<file path="src/rtl/instruction_fetch_unit_if.sv">
// Instruction-fetch bus between the control side / instruction memory and the fetch unit.
// The fetch unit connects through the slave modport; the sequencer and memory drive the master side.
interface instruction_fetch_unit_if #(
  parameter int WORD_SIZE = 32
);
  logic                 fetch_req;
  logic                 pc_write;
  logic [WORD_SIZE-1:0] pc_next;
  logic [WORD_SIZE-1:0] imem_instruction;
  logic [WORD_SIZE-1:0] imem_address;
  logic [WORD_SIZE-1:0] pc;
  logic [WORD_SIZE-1:0] pc_plus4;
  logic [WORD_SIZE-1:0] ir;
  logic                 ir_valid;
  logic                 busy;
  logic                 align_fault;

  modport master (
    output fetch_req, pc_write, pc_next, imem_instruction,
    input  imem_address, pc, pc_plus4, ir, ir_valid, busy, align_fault
  );

  modport slave (
    input  fetch_req, pc_write, pc_next, imem_instruction,
    output imem_address, pc, pc_plus4, ir, ir_valid, busy, align_fault
  );
endinterface

</file>
<file path="src/rtl/instruction_fetch_unit.sv">
// Fetch unit of the multicycle core: holds the PC, issues a word fetch, waits a fixed
// memory latency, then latches the returned word into IR.
module instruction_fetch_unit #(
  parameter int                   WORD_SIZE   = 32,
  parameter int                   MEM_LATENCY = 0,
  parameter logic [WORD_SIZE-1:0] RESET_PC    = '0
) (
  input logic                clk,
  input logic                reset,
  instruction_fetch_unit_if.slave bus
);

  typedef enum logic {IDLE = 1'b0, WAIT = 1'b1} state_t;

  state_t               state, state_next;
  logic [3:0]           cnt;
  logic [WORD_SIZE-1:0] fetch_pc;
  logic [WORD_SIZE-1:0] fetch_pc_inc;
  logic                 redirect_pending;
  logic                 accept, fault, capture;

  assign fetch_pc_inc = fetch_pc + WORD_SIZE'(4);
  assign bus.busy     = (state == WAIT);

  always_comb begin
    state_next = state;
    accept     = 1'b0;
    fault      = 1'b0;
    capture    = 1'b0;
    case (state)
      IDLE: begin
        if (bus.fetch_req) begin
          if (bus.pc[1:0] == 2'b00) begin
            accept     = 1'b1;
            state_next = WAIT;
          end else begin
            fault = 1'b1;
          end
        end
      end
      WAIT: begin
        if (cnt == 4'd0) begin
          capture    = 1'b1;
          state_next = IDLE;
        end
      end
      default: state_next = IDLE;
    endcase
  end

  always_ff @(posedge clk or posedge reset) begin
    if (reset) begin
      state            <= IDLE;
      cnt              <= 4'd0;
      fetch_pc         <= RESET_PC;
      redirect_pending <= 1'b0;
      bus.pc           <= RESET_PC;
      bus.imem_address <= RESET_PC;
      bus.ir           <= '0;
      bus.pc_plus4     <= '0;
      bus.ir_valid     <= 1'b0;
      bus.align_fault  <= 1'b0;
    end else begin
      state           <= state_next;
      bus.align_fault <= fault;

      if (accept) begin
        bus.imem_address <= bus.pc;
        fetch_pc         <= bus.pc;
        cnt              <= 4'(MEM_LATENCY);
        bus.ir_valid     <= 1'b0;
      end else if (state == WAIT && cnt != 4'd0) begin
        cnt <= cnt - 4'd1;
      end

      if (capture) begin
        bus.ir       <= bus.imem_instruction;
        bus.pc_plus4 <= fetch_pc_inc;
        bus.ir_valid <= 1'b1;
      end

      // An explicit PC write always wins; a redirect seen earlier in the fetch suppresses the increment.
      if (bus.pc_write)
        bus.pc <= bus.pc_next;
      else if (capture && !redirect_pending)
        bus.pc <= fetch_pc_inc;

      if (capture)
        redirect_pending <= 1'b0;
      else if (bus.pc_write && (state == WAIT || accept))
        redirect_pending <= 1'b1;
    end
  end

endmodule
</file>
<file path="src/flat_wrapper.sv">
// flat-port wrapper written by rule: the top's interface ports become plain ports
module instruction_fetch_unit_flat 
#(
  parameter int                   WORD_SIZE   = 32,
  parameter int                   MEM_LATENCY = 0,
  parameter logic [WORD_SIZE-1:0] RESET_PC    = '0
)
  (clk, reset, bus_fetch_req, bus_pc_write, bus_pc_next, bus_imem_instruction, bus_imem_address, bus_pc, bus_pc_plus4, bus_ir, bus_ir_valid, bus_busy, bus_align_fault);
  instruction_fetch_unit_if #(.WORD_SIZE(WORD_SIZE)) bus_i ();
  input logic clk;
  input logic reset;
  input wire logic [$bits(bus_i.fetch_req)-1:0] bus_fetch_req;
  input wire logic [$bits(bus_i.pc_write)-1:0] bus_pc_write;
  input wire logic [$bits(bus_i.pc_next)-1:0] bus_pc_next;
  input wire logic [$bits(bus_i.imem_instruction)-1:0] bus_imem_instruction;
  output wire logic [$bits(bus_i.imem_address)-1:0] bus_imem_address;
  output wire logic [$bits(bus_i.pc)-1:0] bus_pc;
  output wire logic [$bits(bus_i.pc_plus4)-1:0] bus_pc_plus4;
  output wire logic [$bits(bus_i.ir)-1:0] bus_ir;
  output wire logic [$bits(bus_i.ir_valid)-1:0] bus_ir_valid;
  output wire logic [$bits(bus_i.busy)-1:0] bus_busy;
  output wire logic [$bits(bus_i.align_fault)-1:0] bus_align_fault;
  assign bus_i.fetch_req = bus_fetch_req;
  assign bus_i.pc_write = bus_pc_write;
  assign bus_i.pc_next = bus_pc_next;
  assign bus_i.imem_instruction = bus_imem_instruction;
  assign bus_imem_address = bus_i.imem_address;
  assign bus_pc = bus_i.pc;
  assign bus_pc_plus4 = bus_i.pc_plus4;
  assign bus_ir = bus_i.ir;
  assign bus_ir_valid = bus_i.ir_valid;
  assign bus_busy = bus_i.busy;
  assign bus_align_fault = bus_i.align_fault;
  instruction_fetch_unit #(.WORD_SIZE(WORD_SIZE), .MEM_LATENCY(MEM_LATENCY), .RESET_PC(RESET_PC)) u_core (.clk(clk), .reset(reset), .bus(bus_i));
endmodule
</file>
<file path="config.mk">
export PLATFORM = sky130hd
export DESIGN_NAME = instruction_fetch_unit_flat
export DESIGN_NICKNAME = d
export VERILOG_FILES = /design/src/rtl/instruction_fetch_unit_if.sv /design/src/rtl/instruction_fetch_unit.sv /design/src/flat_wrapper.sv
export SDC_FILE = /design/constraint.sdc
export NUM_CORES = 1
export LEC_CHECK = 0
export ABC_AREA = 1
export BUFFER_PORTS_ARGS = -buffer_cell sky130_fd_sc_hd__buf_2
export CORE_MARGIN = 5
export CORE_UTILIZATION = 55
export CTS_CLUSTER_DIAMETER = 200
export DETAILED_ROUTE_END_ITERATION = 8
export PLACE_DENSITY = 0.85
export SETUP_SLACK_MARGIN = 0.4
export SYNTH_ARGS = -nofsm -noshare
export SYNTH_HDL_FRONTEND = slang
export SYNTH_SLANG_ARGS = --single-unit
</file>
<file path="constraint.sdc">
create_clock -name clk -period 11.5 [get_ports clk]
set_clock_uncertainty 0.1 [all_clocks]
set_input_delay 0.575 -clock clk [delete_from_list [all_inputs] [get_ports clk]]
set_output_delay 0.575 -clock clk [all_outputs]
set_load 0.03 [all_outputs]
</file>
**Yosys cells after proc, flatten, opt, wreduce, memory -nomap -nowiden**

Cells that the tools add are included.

- Bits in registers: 136
- Bits of input ports: 68
- Output and inout bits: 131

- Add/sub/neg operators: 2
- Muxes and demuxes: 18
- Bitwise gates (word level): 1
- Reductions and logical operators: 12

Operator list:

| cell | number |
|---|---|
| $mux 32 | 2 |
| $add 32x3->32 const B | 1 |
| $mux 1 | 13 |
| $mux 4 | 2 |
| $reduce_bool 2->1 | 4 |
| $logic_not 4->1 | 1 |
| $reduce_bool 4->1 | 1 |
| $sub 4x1->4 const B | 1 |
| $logic_and 1x1->1 | 3 |
| $logic_not 2->1 | 1 |
| $pmux 1 s2 | 1 |
| $logic_not 1->1 | 1 |
| $logic_or 1x1->1 | 1 |
| $not 1->1 | 1 |

**Depth between registers and ports, before layout**

- Word-level depth: 8
- Mapped depth: 12
- Depth with buffers taken out: 11

**Worst setup path before layout**

Ideal clock, no wire load.

- Kind: register to register
- Start: register u_core.fetch_pc[3]
- End: register u_core.bus.pc_plus4[26]
- Arrival time: 1564 ps
- Required time: 11283 ps
- Path slack: 9719 ps
- Stages on the path, launching flop included: 11
- Path through: dfrtp_1 ha_1 inv_1 nor2_4 nand2_4 nor2_4 nand2_1 nand2_1 nand2_1 nand2_1 nand2_1

- Longest elaborated chain between the ends: 1

Ends and longest elaborated chain:

| item | line | text |
|---|---|---|
| start, declared | instruction_fetch_unit.sv:17 | `logic [WORD_SIZE-1:0] fetch_pc;` |
| start signal, assigned | instruction_fetch_unit.sv:69 | `fetch_pc <= bus.pc;` |
| $add 32x3->32 | instruction_fetch_unit.sv:22 | `assign fetch_pc_inc = fetch_pc + WORD_SIZE'(4);` |
| end signal, assigned | instruction_fetch_unit.sv:78 | `bus.pc_plus4 <= fetch_pc_inc;` |
| end, declared | instruction_fetch_unit_if.sv:25 | `output imem_address, pc, pc_plus4, ir, ir_valid, busy, align_fault` |

No other way between the ends.
A chain may end at the register's enable or synchronous reset.

**Worst setup path after layout**

- Start: register u_core.bus.pc[1]
- End: register u_core.fetch_pc[14]

- Longest elaborated chain between the ends: 4

Ends and longest elaborated chain:

| item | line | text |
|---|---|---|
| start, declared | instruction_fetch_unit_if.sv:25 |  |
| start signal, assigned | instruction_fetch_unit.sv:84 | `bus.pc <= bus.pc_next;` |
| start signal, assigned | instruction_fetch_unit.sv:86 | `bus.pc <= fetch_pc_inc;` |
| $logic_not 2->1 | instruction_fetch_unit.sv:33 | `if (bus.pc[1:0] == 2'b00) begin` |
| $mux 1 | instruction_fetch_unit.sv:33 |  |
| $mux 1 | instruction_fetch_unit.sv:32 | `if (bus.fetch_req) begin` |
| $mux 1 | instruction_fetch_unit.sv:30 | `case (state)` |

No other way between the ends.

==> qor.yml <==
clock_network:
  cts.clk_slew.worst_paths_ns: 0.06
  cts_tree: "done"
  hold_buffers: 0
  cts_made_buffers: 17
  cts_setup_buffers: 0
  cts.sinks: 136
  cts_max_level: 4
  clk_latency_ns: 0.42
  cts_buffer_depth: 2
  clock-root-buffer: "clkbuf_16"
  cts_resized: 0
timing:
  slew_viol_final: 0
  hold_violations: 0
  fin_crit_sh: 0.216
  finalSetupViolCount: 0
  tightest_slew_ns: 1.09
  fin_ws_ns: 9.02
  slew_headroom: 0.274
  fin_tns_setup_ns: 0
  fmax_mhz: 403
  period_needed_ns: 2.48
  rsz0062_at_grt: "no"
route:
  via_per_inst: 5.11
  routed_wirelength_um: 17800
  drc: 0
  drt-initial-drc-count: 454
  ant_nets: 0
  vias: 5864
  firstDrtPassIters: 5
  post_drt_wl_per_cell_um: 15.5
layout:
  nNetsFinal: 1061
  num_antenna_cells: 0
  fin_area_um2: 8010
  final_cell_mix: "399 x nand2_1, 198 x buf_2, 136 x dfrtp_1"
  final_common_cell: "nand2_1"
  drive_above_1_share: 0.267
  area_delta_synth_final_pct: 25.8
setup_path:
  ff2ff_path_depth: 5
  endpoint_kind: "flip-flop"
  r2r-start: "u_core.bus.pc[1]"
  cp.required_ns: 11.70
  critical_path_class: "flip-flop to flip-flop"
  crit_path_max_incr_delay_ns: 0.60
  crit_fanout: 36
  worstPathCellList: "nor2_1 -> nand2_1 -> nor2_4 -> inv_1 -> o21ai_0"
  startpoint_type: "flip-flop"
  reg2reg_slack_ns: 9.02
  critPathSlowestCell: "inv_1"
  cp_data_arrival_time_ns: 2.69
  reg2reg_to: "u_core.fetch_pc[14]"
worst_hold_path:
  hold_path.class: "primary input to asynchronous set/reset pin"
floorplan:
  start_util: 0.559
  die_w_um: 118
  io_pins: 199
  core-area_um2: 11400
  fp.dieArea_um2: 13800
  dieHeight_um: 118
  rows: 39
logic_synthesis:
  seq_area_frac_synth: 0.535
  synthArstFlopShare: 1.00
  synth_cells: 801
  syn_area_per_cell_um2: 7.94
  syn_nets: 871
  synth-main-ff-cell: "dfrtp_1"
  synth_cell_types: 31
  ys_ff_latch: 136
  synth-edff-count: 0
  synth_area_um2: 6360
  ys_warn_count: 0
placement:
  dpl.hpwl_um: 12300
  dpl-instance-area_um2: 7400
  pre_cts_slack_ns: 8.94
  gp_congestion: 0.875
  port_buffers: 198
power_and_ir_drop:
  ir_drop_mv: 0.184
  powerDensity_nw_per_um2: 291
  p_leak_uw: 0.00443
global_routing:
  track_usage: 0.259
  grt_max_degree: 79
  first_global_vias: 5912
  grt_pass1_wl_um: 29000
  grt_remaining_overflow: 0
  antenna_found_initial: 1
job:
  cap_violations: 0
run_status:
  outcome: "completed"
[worst max-delay path: cells and delay by family (launching register included)]
family,cells,cell delay (ns)
DFF,1,0.41
and+or+nand+nor,3,0.84
buffers and inverters,1,0.60
AOI/OAI and AO/OA,1,0.39
[through the flow]
stage | util | hold WS (ns) | cells | power (µW)
finish | 0.704 | 0.0910 | 1147 | 2330
global route | 0.704 | 0.148 | 1147 | 2470
CTS | 0.704 | 0.121 | 1147 | 2340
detailed placement | 0.651 | 0.359 | 1115 | 1780
global placement | 0.651 | 0.358 | 1115 | 1750
floorplan | - | 0.395 | 801 | 1470
[logic make-up (layout without fill, tap and decap cells)]
kind of cell	Yosys count	after routing	share of synthesized area
xor+xnor	15	15	0.0242
buf+inv	100	303	0.0655
fa+ha+maj	2	2	0.00393
simple gates	493	493	0.324
compound gates	55	55	0.0474
flops	136	136	0.535
[layer usage]
| layer | global-route usage | vias to the layer above | routed length, µm |
|---|---|---|---|
| met3 | 0.0951 | 41 | 1650 |
| li1 | - | 2815 | - |
| met5 | 0 | - | 7 |
| met1 | 0.310 | 2750 | 7230 |
| met2 | 0.428 | 256 | 8380 |
| met4 | 0.0968 | 2 | 494 |
[synth_stat cells (2+ instances only)]
cell      number  area share
a21oi_1        2      0.0016
and2_1         3      0.0030
buf_2          9      0.0071
buf_4          6      0.0071
clkbuf_1      13      0.0077
clkinv_1       2      0.0012
dfrtp_1      136        0.54
ha_1           2      0.0039
inv_1         65       0.038
inv_2          4      0.0024
nand2_1      399        0.24
nand2_2        6      0.0059
nand2_4        3      0.0053
nand3_1       23       0.018
nand3b_1       4      0.0047
nor2_1        35       0.021
nor2_2         5      0.0049
nor2_4        12       0.021
o211ai_2       2      0.0039
o21ai_0       43       0.034
o21ai_1        2      0.0016
o22ai_1        4      0.0039
xnor2_1        2      0.0028
xor2_1        10       0.014
xor2_2         3      0.0077
[sequential cells by signal, summed over array words and instances (netlist names)]
signal and count:
u_core.bus.pc 32, u_core.cnt 4, u_core.bus.busy 1, u_core.bus.align_fault 1
u_core.redirect_pending 1, u_core.bus.ir_valid 1, u_core.fetch_pc 32, u_core.bus.ir 32
u_core.bus.pc_plus4 32
[final cells by class]
class / count / area (µm²)
clock buffers: 18 / 429
well taps: 143 / 179
inverters: 71 / 272
fillers: 927 / 3360
repair buffers: 200 / 1010
flip-flops and latches: 136 / 3400
multi-input cells: 565 / 2540
clock inverters: 14 / 175
[worst max path at each step]
| stage | startpoint | end |
|---|---|---|
| global placement | bus_fetch_req | u_core.cnt[2] |
| floorplan | reset | u_core.bus.align_fault |
| detailed placement | bus_fetch_req | u_core.cnt[2] |
| global route | u_core.bus.pc[1] | u_core.fetch_pc[14] |
| finish | u_core.bus.pc[1] | u_core.fetch_pc[14] |
| CTS | u_core.bus.pc[1] | u_core.fetch_pc[14] |
[power by group]
part	switching, µW	total (µW)	internal (µW)	leakage [µW]
Combinational	700	964	264	0.00245
Sequential	152	810	658	0.00169
Clock	216	558	343	0.000287
Total	1070	2330	1260	0.00443
No activity file was read; power rests on OpenSTA's default activity.
